### config.mk
export PLATFORM = sky130hd
export DESIGN_NAME = clk_divider_prog
export DESIGN_NICKNAME = d
export VERILOG_FILES = /design/src/rtl/clk_divider_prog.sv
export SDC_FILE = /design/constraint.sdc
export NUM_CORES = 1
export LEC_CHECK = 0
export CORE_MARGIN = 2
export CORE_UTILIZATION = 61
export CTS_CLUSTER_SIZE = 8
export DETAILED_ROUTE_END_ITERATION = 16
export PLACE_DENSITY_LB_ADDON = 0.12
export SLEW_MARGIN = 20
export SYNTH_ARGS = -nofsm -noshare
export SYNTH_HDL_FRONTEND = slang
export SYNTH_SLANG_ARGS = --single-unit
export TNS_END_PERCENT = 5
### constraint.sdc
create_clock -name i_clk -period 4.69 [get_ports i_clk]
set_clock_uncertainty 0.15 [all_clocks]
set_input_delay 0.7035 -clock i_clk [delete_from_list [all_inputs] [get_ports i_clk]]
set_output_delay 0.7035 -clock i_clk [all_outputs]
set_load 0.05 [all_outputs]
### src/rtl/clk_divider_prog.sv
// clk_divider_prog
//   Runtime-programmable clock divider and strobe generator. Produces a
//   divided clock o_clk (N i_clk cycles per period, active phase first and
//   one cycle longer for odd N) together with one-cycle strobes aligned to
//   the active (o_lead) and idle (o_trail) edges of o_clk.
//
//   Parameters
//     DIV_WIDTH   width of divisor input and internal counter
//     DEFAULT_DIV divisor active after reset
//     IDLE_LEVEL  o_clk level while stopped / during idle phase
//
//   Ports
//     rst          async active-low reset
//     i_clk        system clock
//     i_en         run request (level)
//     i_div        new divisor value
//     i_div_load   pulse: capture i_div as pending divisor
//     o_div_ack    pulse: pending divisor became active
//     o_clk        divided clock (registered)
//     o_lead       pulse: first cycle of active phase
//     o_trail      pulse: first cycle of idle phase after an active phase
//     o_busy       high while a period is in progress
//
//   Optional build macro CLKDIV_BURST_EN adds:
//     i_burst      number of periods for a burst
//     i_burst_go   pulse: start burst (only in IDLE with i_en low)
//     o_burst_done pulse: burst finished (on the edge o_busy falls)
module clk_divider_prog #(
  parameter int unsigned DIV_WIDTH   = 16,
  parameter int unsigned DEFAULT_DIV = 12,
  parameter logic        IDLE_LEVEL  = 1'b0
) (
  input  logic                 rst,
  input  logic                 i_clk,
  input  logic                 i_en,
  input  logic [DIV_WIDTH-1:0] i_div,
  input  logic                 i_div_load,
  output logic                 o_div_ack,
  output logic                 o_clk,
  output logic                 o_lead,
  output logic                 o_trail,
  output logic                 o_busy
`ifdef CLKDIV_BURST_EN
  ,
  input  logic [7:0]           i_burst,
  input  logic                 i_burst_go,
  output logic                 o_burst_done
`endif
);

  typedef enum logic {IDLE, RUN} state_t;

  state_t               state, state_nx;
  logic [DIV_WIDTH-1:0] cnt, cnt_nx;
  logic [DIV_WIDTH-1:0] div_act, div_act_nx;
  logic [DIV_WIDTH-1:0] pend_val, pend_val_nx;
  logic                 pend_flag, pend_flag_nx;
  logic                 clk_nx, lead_nx, trail_nx, busy_nx, ack_nx;

  logic [DIV_WIDTH-1:0] n_eff, h_len, last_cnt;
  logic                 at_last, boundary;
  logic                 start_req, keep_req;

  // Divisors 0 and 1 behave as 2 so both phases are at least one cycle.
  assign n_eff    = (div_act < DIV_WIDTH'(2)) ? DIV_WIDTH'(2) : div_act;
  assign h_len    = n_eff - (n_eff >> 1);
  assign last_cnt = n_eff - DIV_WIDTH'(1);
  assign at_last  = (state == RUN) && (cnt == last_cnt);
  // Divisor may only change between periods so the running one is never cut.
  assign boundary = (state == IDLE) || at_last;

`ifdef CLKDIV_BURST_EN
  logic [7:0] burst_rem, burst_rem_nx;
  logic       burst_on, burst_on_nx;
  logic       burst_start, burst_more, done_nx;

  assign burst_start = (state == IDLE) && !i_en && i_burst_go && (i_burst != 8'd0);
  // burst_rem counts periods left including the one in progress.
  assign burst_more  = burst_on && (burst_rem > 8'd1);
  assign start_req   = i_en || burst_start;
  assign keep_req    = i_en || burst_more;

  always_comb begin
    burst_rem_nx = burst_rem;
    burst_on_nx  = burst_on;
    done_nx      = 1'b0;
    if (burst_start) begin
      burst_rem_nx = i_burst;
      burst_on_nx  = 1'b1;
    end else if (at_last && burst_on) begin
      if (burst_rem > 8'd1) begin
        burst_rem_nx = burst_rem - 8'd1;
      end else begin
        burst_on_nx = 1'b0;
        // Running on under i_en means the burst never "finishes" visibly.
        done_nx     = !i_en;
      end
    end
  end

  always_ff @(posedge i_clk or negedge rst) begin
    if (!rst) begin
      burst_rem    <= '0;
      burst_on     <= 1'b0;
      o_burst_done <= 1'b0;
    end else begin
      burst_rem    <= burst_rem_nx;
      burst_on     <= burst_on_nx;
      o_burst_done <= done_nx;
    end
  end
`else
  assign start_req = i_en;
  assign keep_req  = i_en;
`endif

  always_comb begin
    state_nx     = state;
    cnt_nx       = cnt;
    div_act_nx   = div_act;
    pend_val_nx  = pend_val;
    pend_flag_nx = pend_flag;
    clk_nx       = IDLE_LEVEL;
    lead_nx      = 1'b0;
    trail_nx     = 1'b0;
    busy_nx      = 1'b0;
    ack_nx       = 1'b0;

    // A load coinciding with the boundary bypasses the pending register.
    if (boundary && (pend_flag || i_div_load)) begin
      div_act_nx   = i_div_load ? i_div : pend_val;
      pend_flag_nx = 1'b0;
      ack_nx       = 1'b1;
    end else if (i_div_load) begin
      pend_val_nx  = i_div;
      pend_flag_nx = 1'b1;
    end

    case (state)
      IDLE: begin
        if (start_req) begin
          state_nx = RUN;
          cnt_nx   = '0;
          clk_nx   = ~IDLE_LEVEL;
          lead_nx  = 1'b1;
          busy_nx  = 1'b1;
        end
      end
      RUN: begin
        if (!at_last) begin
          cnt_nx   = cnt + DIV_WIDTH'(1);
          clk_nx   = (cnt_nx < h_len) ? ~IDLE_LEVEL : IDLE_LEVEL;
          trail_nx = (cnt_nx == h_len);
          busy_nx  = 1'b1;
        end else if (keep_req) begin
          cnt_nx  = '0;
          clk_nx  = ~IDLE_LEVEL;
          lead_nx = 1'b1;
          busy_nx = 1'b1;
        end else begin
          state_nx = IDLE;
          cnt_nx   = '0;
        end
      end
      default: state_nx = IDLE;
    endcase
  end

  always_ff @(posedge i_clk or negedge rst) begin
    if (!rst) begin
      state     <= IDLE;
      cnt       <= '0;
      div_act   <= DIV_WIDTH'(DEFAULT_DIV);
      pend_val  <= '0;
      pend_flag <= 1'b0;
      o_clk     <= IDLE_LEVEL;
      o_lead    <= 1'b0;
      o_trail   <= 1'b0;
      o_busy    <= 1'b0;
      o_div_ack <= 1'b0;
    end else begin
      state     <= state_nx;
      cnt       <= cnt_nx;
      div_act   <= div_act_nx;
      pend_val  <= pend_val_nx;
      pend_flag <= pend_flag_nx;
      o_clk     <= clk_nx;
      o_lead    <= lead_nx;
      o_trail   <= trail_nx;
      o_busy    <= busy_nx;
      o_div_ack <= ack_nx;
    end
  end

endmodule

---- Yosys cells after proc, flatten, opt, wreduce, memory -nomap -nowiden ----
Index checks and enable logic that the tools add are counted.
Widths: inputs -> output; s select.
storage, ports and cells
  output and inout bits ................... 5
  ROM bits ................................ 0
  RAM bits ................................ 0
  register bits after elaboration ......... 54
  logic and storage cells ................. 41
  input bits .............................. 20
  memories kept ........................... 0
  latch bits .............................. 0
cells by class
  bitwise operators ....................... 1
  shift-type cells ........................ 0
  order comparisons ....................... 2
  divide/modulo/power cells ............... 0
  add/sub/neg operators ................... 3
  $mul .................................... 0
  eq/ne operators ......................... 3
  mux-type cells .......................... 18
  reduce and logical (&&, ||, !) cells .... 5
operators with widths
  cell                   number
  $mux 16                4
  $eq 16x16->1           2
  $pmux 16 s2            1
  $add 16x1->16 const B  1
  $lt 16x16->1           1
  $lt 16x2->1 const B    1
  $sub 16x1->16 const B  1
  $sub 16x15->16         1
  $mux 1                 10
  $pmux 1 s2             3
  $logic_and 1x1->1      2
  $logic_or 1x1->1       2
  $ne 2x2->1 const B     1
  $reduce_bool 2->1      1
  $not 1->1              1

---- Depth between registers and ports, before layout ----
Gate-level depths: netlist of the first run.
  depth in word-level cells ............... 8
  mapped depth ............................ 21
  depth with buffers taken out ............ 21

---- Least setup slack after synthesis of the first run ----
Ideal clock, no wire load.
  path kind ............................... reg2reg
  start ................................... register div_act[14]
  end ..................................... register o_clk
  setup slack ............................. 0.746 ns
  period minus slack after synthesis ...... 3.944 ns
  stages on the path, launching flop included .. 20
  library setup time ...................... 0.095 ns
  arrival time ............................ 3.699 ns
  path buffers ............................ 0
  data required time ...................... 4.445 ns
  cell sequence ........................... dfrtp_1 inv_1 ha_1 nor4b_4 a41oi_2 clkinv_1 ha_1 fa_1 o21bai_1 a21oi_1 o211ai_1 nand4_1 a31oi_1 nor4_1 a211oi_1 ha_1 a21o_1 a21oi_1 o221ai_1 o31ai_1
on the way
  longest elaborated chain between the ends .. 7
  elaborated cells on any way between the ends .. 10
  those cells by class .................... add/sub (2); order compare (2); eq/ne (1); mux (4); reduce/logical (1)
ends and longest elaborated chain
  item                                                    line     text
  start, declared                                         55       logic [DIV_WIDTH-1:0] div_act, div_act_nx;
  start signal, assigned                                  173      div_act <= DIV_WIDTH'(DEFAULT_DIV);
  start signal, assigned                                  184      div_act <= div_act_nx;
  $lt 16x2->1                                             65       assign n_eff = (div_act < DIV_WIDTH'(2)) ? DIV_WIDTH'(2) : div_act;
  $mux 16 (*)                                             65
  $sub 16x15->16 / $sub 16x1->16 (equally long branches)  66, 67
  $lt 16x16->1 / $eq 16x16->1 (equally long branches)     152, 68
  $mux 1 / $logic_and 1x1->1 (equally long branches)      152, 68
  $mux 1 (*)                                              150      if (!at_last) begin
  $pmux 1 s2 (*)                                          139      case (state)
  net clk_nx                                              58       logic clk_nx, lead_nx, trail_nx, busy_nx, ack_nx;
  end signal, assigned                                    187      o_clk <= clk_nx;
  end, declared                                           39       output logic o_clk,
Mark *: on every way through the listed nets, which the timed path passes. The rest lies on a longest branch.
A chain may end at the register's enable or synchronous reset.

---- Final worst setup path of the first run ----
  start ................................... register div_act[15]
  end ..................................... register o_clk
Same word-level chain as after synthesis.

==> results of run 1 <==
==> cell families (layout without fill, tap and decap cells) <==
logic type | after synthesis | in the layout | synth area share, %
xor gates and xnor gates | 50 | 50 | 10.4
adders and majority gates | 50 | 50 | 13.7
DFF | 54 | 54 | 29.3
AOI/OAI and AO/OA | 145 | 145 | 20.8
and+or+nand+nor | 136 | 136 | 15.9
muxes | 17 | 17 | 4.11
buffers and inverters | 71 | 82 | 5.90
==> worst min path at each step <==
stage / endpoint / slack, ns
global placement: pend_val[14]$_DFFE_PN0N_ / 0.32
global route: pend_val[3]$_DFFE_PN0N_ / 0.40
detailed placement: pend_val[14]$_DFFE_PN0N_ / 0.34
floorplan: cnt[0]$_DFFE_PN0P_ / 0.26
CTS: pend_val[14]$_DFFE_PN0N_ / 0.36
finish: cnt[1]$_DFFE_PN0P_ / 0.35
==> worst max-delay path: cells and delay by family, from the launching register on <==
kind	cells	cell delay, ns
and+or+nand+nor	7	1.18
AOI/OAI and AO/OA	8	1.83
DFF	1	0.39
buffers and inverters	1	0.12
adders and majority gates	3	0.71
==> timing repair <==
item                                    CTS  global route
endpoints found under the setup margin    1            15
setup buffers                             0             6
resized for setup                         1             5
gates cloned                              0             0
pin swaps                                 0             7
hold endpoints to repair                  0             0
==> flip-flops by register name (all words and copies together), names as in the netlist <==
name and cells:
o_lead 1, o_div_ack 1, state 1, pend_val 16, div_act 16, o_trail 1
o_clk 1, cnt 16, pend_flag 1
==> through the flow <==
stage / hold slack, ns / worst slack [ns] / setup TNS [ns]
finish: 0.353 / 0.185 / 0
global placement: 0.322 / 0.180 / 0
floorplan: 0.258 / 0.746 / 0
detailed placement: 0.338 / 0.0471 / 0
CTS: 0.363 / 0.0443 / 0
global route: 0.400 / -0.0267 / -0.0593
==> synthesized netlist by cell type (3+ instances only) <==
| library cell | number | share of area [%] |
|---|---|---|
| nor2_1 | 23 | 1.9 |
| nor3_1 | 6 | 0.65 |
| nand2b_1 | 7 | 0.95 |
| nor2b_1 | 5 | 0.68 |
| o21a_1 | 3 | 0.49 |
| a41oi_1 | 3 | 0.57 |
| and3_1 | 5 | 0.68 |
| inv_1 | 37 | 3.0 |
| xnor2_1 | 31 | 5.9 |
| o21ai_0 | 50 | 5.4 |
| o211ai_1 | 15 | 2.4 |
| mux2_1 | 10 | 2.4 |
| ha_1 | 49 | 13 |
| xnor3_1 | 3 | 1.5 |
| dfrtp_1 | 52 | 28 |
| o31ai_1 | 4 | 0.65 |
| clkbuf_1 | 29 | 2.4 |
| a211oi_1 | 3 | 0.49 |
| o22ai_1 | 17 | 2.3 |
| a21oi_1 | 14 | 1.5 |
| a31oi_1 | 5 | 0.68 |
| a22o_1 | 14 | 2.7 |
| nand3_1 | 17 | 1.8 |
| xor2_1 | 16 | 3.0 |
| nor4_1 | 3 | 0.41 |
| mux2_2 | 6 | 1.5 |
| nand2_1 | 42 | 3.4 |
| a21o_1 | 4 | 0.65 |
| nand4_1 | 8 | 1.1 |
==> layout make-up <==
type,count,area [sq um]
repair buffers,35,318
clock inverters,2,16.3
well taps,99,124
multi-input cells,398,3030
flip-flops and latches,54,1350
fillers,621,2230
clock buffers,6,72.6
inverters,39,146
==> report_power, final <==
group	switching, mW	leakage, nW	internal, mW	total [mW]
registers	0.0109	0.670	0.479	0.490
clock network	0.166	0.0418	0.108	0.273
logic	0.0319	1.59	0.0303	0.0622
==> routing by layer <==
metal | share of wire (%) | vias up | track usage, %
li1 | - | 1898 | -
met1 | 45 | 1819 | 35.6
met2 | 47 | 116 | 48.1
met3 | 4.4 | 24 | 3.07
met4 | 3.2 | 0 | 8.71
met5 | 0 | - | 0
==> reports/metrics.json, run 1 <==
{
  "result_of_the_run": {"value": "complete, no violations"},
  "cts.hold.buffers_added": {"value": 0},
  "hold_crit_path_type": {"value": "in -> async"},
  "gp_routability_congestion": {"value": 0.983},
  "grt_pass1_wl": {"value": 18400, "unit": "um"},
  "syn-instance-count": {"value": 523},
  "fmax": {"value": 0.222, "unit": "GHz"},
  "critical-path-top-cell-by-count": {"value": "ha_1"},
  "power.ir.vdd_worst": {"value": 0.000149, "unit": "V"},
  "final_max_slew_viol_count": {"value": 0},
  "drt.antenna.violating_nets": {"value": 0},
  "ys_async_sr_fraction": {"value": 100, "unit": "%"},
  "drv.max_cap_violation_count": {"value": 0},
  "grt_overflow_total": {"value": 0},
  "grt_max_degree": {"value": 55},
  "worstSetupStartpointType": {"value": "flip-flop"},
  "seq_area_frac_synth": {"value": 29.3, "unit": "%"},
  "gr-usage-all-layers": {"value": 27.5, "unit": "%"},
  "cts_inserted_buffers": {"value": 5},
  "die_height": {"value": 91.1, "unit": "um"},
  "antenna_found_initial": {"value": 0},
  "final_common_cell": {"value": "dfrtp_1"},
  "required": {"value": 4.73, "unit": "ns"},
  "floorplan.initialDensity": {"value": 63.4, "unit": "%"},
  "reg2reg_setup_slack": {"value": 0.18, "unit": "ns"},
  "detailroute.via_count": {"value": 3857},
  "detailed_place_hpwl": {"value": 8740, "unit": "um"},
  "floorplan.die_area": {"value": 8290, "unit": "sq um"},
  "synth_area": {"value": 4620, "unit": "sq um"},
  "routed_via_density": {"value": 6.09},
  "i_o_pins": {"value": 25},
  "worst-endpoint-arrival": {"value": 4.55, "unit": "ns"},
  "route.detailed.wl_per_inst": {"value": 17.6, "unit": "um"},
  "drt_pre_antenna_iters": {"value": 4},
  "layout.core_utilization": {"value": 69.4, "unit": "%"},
  "ys.warnings.count": {"value": 0},
  "die_w": {"value": 91.1, "unit": "um"},
  "worstSetupPathType": {"value": "reg -> reg"},
  "yosys_register_bits": {"value": 54},
  "cts_root_buffer": {"value": "clkbuf_8"},
  "clk_transition_reported_paths": {"value": 0.11, "unit": "ns"},
  "rr_endpoint": {"value": "o_clk$_DFF_PN0_"},
  "placed_area": {"value": 4890, "unit": "sq um"},
  "via_count_of_the_first_global_routing_pass": {"value": 3780},
  "timing.critical_path.slowest_stage_cell": {"value": "o31ai_1"},
  "insertedDiodeCount": {"value": 0},
  "clock-sinks": {"value": 54},
  "area_growth": {"value": 9.50, "unit": "%"},
  "placed_cells_incl_taps": {"value": 619},
  "count_of_flip_flops_with_a_built_in_enable_after_synthesis": {"value": 0},
  "htreeDepth": {"value": 2},
  "pwr_density_cell": {"value": 163, "unit": "nW/um^2"},
  "hold_viol": {"value": 0},
  "finalSetupViolCount": {"value": 0},
  "crit_path_start": {"value": "div_act[15]$_DFFE_PN0P_"},
  "worst_path_max_stage_delay": {"value": 0.46, "unit": "ns"},
  "cp-endpoint": {"value": "o_clk$_DFF_PN0_"},
  "slew_at_the_pin_with_the_worst_max_slew_slack": {"value": 0.980, "unit": "ns"},
  "cts_tree": {"value": "built"},
  "average_cell_area_after_synthesis": {"value": 8.84, "unit": "sq um"},
  "timing.final.crit_period": {"value": 4.51, "unit": "ns"},
  "design_power_total": {"value": 0.826, "unit": "mW"},
  "synth_flop_cell": {"value": "dfrtp_1"},
  "instances_no_fill": {"value": 633},
  "core_area": {"value": 7290, "unit": "sq um"},
  "placementRows": {"value": 31},
  "drc": {"value": 0},
  "critical_path.reg2reg.startpoint": {"value": "div_act[15]$_DFFE_PN0P_"},
  "place.port_buffers": {"value": 24},
  "synthDistinctLibCells": {"value": 59},
  "static-leakage-power": {"value": 2.30, "unit": "nW"},
  "critical_path.max_fanout": {"value": 4},
  "timing.final.crit_share": {"value": 96.1, "unit": "%"},
  "relSlewSlack": {"value": 34.4, "unit": "%"},
  "synth_nets": {"value": 593},
  "worstRegToRegCells": {"value": 19},
  "clkLatencyLatePin": {"value": 0.31, "unit": "ns"},
  "drt-initial-drc-count": {"value": 169},
  "fin_nets": {"value": 603},
  "commonest_cells_after_routing_fill_and_taps_aside": {"value": "dfrtp_1 (52), o21ai_0 (50), ha_1 (49)"},
  "crit_chain": {"value": "inv_1 > ha_1 > nor4b_4 > nand4_1 > nand2b_1 > ha_1 > nor2_1 > a221oi_1 > o221a_2 > o41ai_2 > o31ai_1 > a21o_1 > a211oi_1 > ha_1 > nand3_1 > nor2_2 > nand4_1 > a21oi_1 > o31ai_1"},
  "clock_path_buffers": {"value": 2},
  "finalInstanceArea": {"value": 5060, "unit": "sq um"},
  "worst_setup_ep_type": {"value": "flip-flop"},
  "drive_gt1_share": {"value": 7.68, "unit": "%"},
  "wirelength": {"value": 11100, "unit": "um"}
}
(Power assumes the default switching activity.)
==> run 2, diff against run 1 <==
Settings changed: CORE_MARGIN 2 to 5, PLACE_DENSITY set to 0.81, PLACE_DENSITY_LB_ADDON 0.12 to not set.
==> reports/metrics.json, run 2 (same netlist as run 1, synthesis figures left out) <==
{
  "final_common_cell": {"value": "dfrtp_1", "change": "unchanged"},
  "final_max_slew_viol_count": {"value": 0, "change": "unchanged"},
  "die_height": {"value": 97.1, "unit": "um", "change": "was 91.1 um"},
  "clkLatencyLatePin": {"value": 0.32, "unit": "ns", "change": "was 0.31 ns"},
  "finalSetupViolCount": {"value": 0, "change": "unchanged"},
  "htreeDepth": {"value": 2, "change": "unchanged"},
  "detailed_place_hpwl": {"value": 8590, "unit": "um", "change": "was 8740 um"},
  "power.combinational.fraction": {"value": 7.4, "unit": "%", "change": "was 7.5%"},
  "drive_gt1_share": {"value": 8.44, "unit": "%", "change": "was 7.68%"},
  "grt_overflow_total": {"value": 0, "change": "unchanged"},
  "fill_cells": {"value": 572, "change": "was 621"},
  "grt_max_degree": {"value": 55, "change": "unchanged"},
  "critical_path.reg2reg.startpoint": {"value": "div_act[15]$_DFFE_PN0P_", "change": "unchanged"},
  "worst_setup_ep_type": {"value": "flip-flop", "change": "unchanged"},
  "gr-usage-all-layers": {"value": 23.8, "unit": "%", "change": "was 27.5%"},
  "cts_inserted_buffers": {"value": 5, "change": "unchanged"},
  "cts.hold.buffers_added": {"value": 0, "change": "unchanged"},
  "grt_pass1_wl": {"value": 18800, "unit": "um", "change": "was 18400 um"},
  "drt.antenna.violating_nets": {"value": 0, "change": "unchanged"},
  "timing.final.crit_share": {"value": 96.8, "unit": "%", "change": "was 96.1%"},
  "fmax": {"value": 0.220, "unit": "GHz", "change": "was 0.222 GHz"},
  "biggest_registers_after_layout": {"value": "cnt x16, div_act x16, pend_val x16", "change": "unchanged"},
  "seq_power_share": {"value": 58.5, "unit": "%", "change": "was 59.4%"},
  "hold_viol": {"value": 0, "change": "unchanged"},
  "worstSetupStartpointType": {"value": "flip-flop", "change": "unchanged"},
  "clock-sinks": {"value": 54, "change": "unchanged"},
  "rr_endpoint": {"value": "o_trail$_DFF_PN0_", "change": "was o_clk$_DFF_PN0_"},
  "fin_nets": {"value": 602, "change": "was 603"},
  "result_of_the_run": {"value": "complete, no violations", "change": "unchanged"},
  "floorplan.die_area": {"value": 9420, "unit": "sq um", "change": "was 8290 sq um"},
  "placed_area": {"value": 4890, "unit": "sq um", "change": "about the same"},
  "placementRows": {"value": 31, "change": "unchanged"},
  "via_count_of_the_first_global_routing_pass": {"value": 3804, "change": "was 3780"},
  "timing.final.crit_period": {"value": 4.54, "unit": "ns", "change": "was 4.51 ns"},
  "drc": {"value": 0, "change": "unchanged"},
  "relSlewSlack": {"value": 38.3, "unit": "%", "change": "was 34.4%"},
  "worst-endpoint-arrival": {"value": 4.60, "unit": "ns", "change": "was 4.55 ns"},
  "worstRegToRegCells": {"value": 19, "change": "unchanged"},
  "static-leakage-power": {"value": 2.31, "unit": "nW", "change": "was 2.30 nW"},
  "intPower": {"value": 0.631, "unit": "mW", "change": "was 0.617 mW"},
  "clock_path_buffers": {"value": 2, "change": "unchanged"},
  "drt-initial-drc-count": {"value": 252, "change": "was 169"},
  "drv.max_cap_violation_count": {"value": 0, "change": "unchanged"},
  "die_w": {"value": 97.1, "unit": "um", "change": "was 91.1 um"},
  "place.port_buffers": {"value": 24, "change": "unchanged"},
  "clock_power_share": {"value": 34.1, "unit": "%", "change": "was 33.1%"},
  "clk_transition_reported_paths": {"value": 0.10, "unit": "ns", "change": "was 0.11 ns"},
  "slew_at_the_pin_with_the_worst_max_slew_slack": {"value": 0.922, "unit": "ns", "change": "was 0.980 ns"},
  "hold_crit_path_type": {"value": "in -> async", "change": "unchanged"},
  "detailroute.via_count": {"value": 3908, "change": "was 3857"},
  "required": {"value": 4.75, "unit": "ns", "change": "was 4.73 ns"},
  "reg2reg_setup_slack": {"value": 0.15, "unit": "ns", "change": "was 0.18 ns"},
  "critical_path.max_fanout": {"value": 5, "change": "was 4"},
  "insertedDiodeCount": {"value": 0, "change": "unchanged"},
  "route.detailed.wl_per_inst": {"value": 17.7, "unit": "um", "change": "was 17.6 um"},
  "cts_tree": {"value": "built", "change": "unchanged"},
  "core_area": {"value": 7330, "unit": "sq um", "change": "was 7290 sq um"},
  "design_power_total": {"value": 0.837, "unit": "mW", "change": "was 0.826 mW"},
  "cts_root_buffer": {"value": "clkbuf_8", "change": "unchanged"},
  "p_sw": {"value": 0.206, "unit": "mW", "change": "was 0.208 mW"},
  "pwr_density_cell": {"value": 165, "unit": "nW/um^2", "change": "was 163 nW/um^2"},
  "commonest_cells_after_routing_fill_and_taps_aside": {"value": "dfrtp_1 (52), o21ai_0 (50), ha_1 (49)", "change": "unchanged"},
  "gp_routability_congestion": {"value": 0.904, "change": "was 0.983"},
  "worstSetupPathType": {"value": "reg -> reg", "change": "unchanged"},
  "i_o_pins": {"value": 25, "change": "unchanged"},
  "routed_via_density": {"value": 6.18, "change": "was 6.09"},
  "wirelength": {"value": 11200, "unit": "um", "change": "was 11100 um"},
  "drt_pre_antenna_iters": {"value": 5, "change": "was 4"},
  "power.ir.vdd_worst": {"value": 0.000127, "unit": "V", "change": "was 0.000149 V"},
  "floorplan.initialDensity": {"value": 63.1, "unit": "%", "change": "was 63.4%"},
  "area_growth": {"value": 10.1, "unit": "%", "change": "was 9.50%"},
  "finalInstanceArea": {"value": 5090, "unit": "sq um", "change": "was 5060 sq um"},
  "antenna_found_initial": {"value": 0, "change": "unchanged"},
  "swShare": {"value": 24.6, "unit": "%", "change": "was 25.2%"}
}
[run 2: through the flow]
stage	setup slack, ns	setup TNS (ns)	hold WS, ns	utilization [%]	cells
2_1_floorplan	0.746	0	0.258	-	523
3_3_place_gp	0.107	0	0.320	66.7	618
3_5_place_dp	0.0500	0	0.328	66.7	618
4_1_cts	0.0209	0	0.353	68.1	626
5_1_grt	-0.0134	-0.0175	0.377	69.4	632
6_report	0.149	0	0.349	69.4	632
[run 2: layer usage]
| layer | vias up | GRT usage (%) | share of wire (%) | routed length, um |
|---|---|---|---|---|
| met4 | 0 | 8.10 | 2.4 | 267 |
| met1 | 1848 | 32.0 | 44 | 4950 |
| met5 | - | 0 | 0 | 0 |
| li1 | 1894 | - | - | - |
| met3 | 28 | 3.23 | 4.6 | 518 |
| met2 | 138 | 39.5 | 49 | 5420 |
[run 2: worst max-delay path, cell delays in order, from the launching register on]
cell	delay, ns
dfrtp_1	0.39
inv_1	0.13
ha_1	0.16
nor4b_4	0.31
nand4_1	0.16
nand2b_1	0.13
buf_4	0.12
ha_1	0.23
nand2b_1	0.13
a221oi_1	0.12
o221a_2	0.30
o41ai_2	0.39
o31ai_2	0.17
a211oi_1	0.29
a211oi_2	0.10
ha_1	0.32
nand3_1	0.13
nor2_1	0.19
nand4_1	0.19
nor4_1	0.32
[run 2: final cells by class]
class | count | area (sq um) | area share [%]
clock buffers | 6 | 82.6 | 1.62
inverters | 39 | 146 | 2.88
multi-input cells | 398 | 3060 | 60.1
well taps | 99 | 124 | 2.43
clock inverters | 2 | 16.3 | 0.320
flip-flops and latches | 54 | 1350 | 26.6
repair buffers | 34 | 310 | 6.10
[run 2: how the worst max path moves through the flow]
stage | start | end | slack, ns | cells after the start
after floorplan | div_act[14]$_DFFE_PN0P_ | o_clk$_DFF_PN0_ | 0.75 | 19
after global placement | div_act[2]$_DFFE_PN1P_ | o_trail$_DFF_PN0_ | 0.11 | 16
after detailed placement | div_act[15]$_DFFE_PN0P_ | o_clk$_DFF_PN0_ | 0.05 | 19
after CTS | div_act[15]$_DFFE_PN0P_ | o_clk$_DFF_PN0_ | 0.02 | 19
after global routing | div_act[15]$_DFFE_PN0P_ | o_clk$_DFF_PN0_ | -0.01 | 21
final | div_act[15]$_DFFE_PN0P_ | o_trail$_DFF_PN0_ | 0.15 | 19
[run 2: timing repair]
| action | in CTS | in global routing |
|---|---|---|
| gates cloned | 0 | 0 |
| setup buffers | 0 | 6 |
| resized for setup | 1 | 9 |
| endpoints found under the setup margin | 1 | 10 |
| endpoints found under the hold margin | 0 | 0 |
| pin swaps | 0 | 9 |
[run 2: power by group through the flow]
stage / Clock (mW) / Sequential (mW) / Combinational [mW]
4_1_cts: 0.291 / 0.489 / 0.0626
5_1_grt: 0.309 / 0.492 / 0.0697
6_report: 0.285 / 0.490 / 0.0623
2_1_floorplan: 0 / 0.495 / 0.0302
3_3_place_gp: 0 / 0.498 / 0.0610
3_5_place_dp: 0 / 0.499 / 0.0626
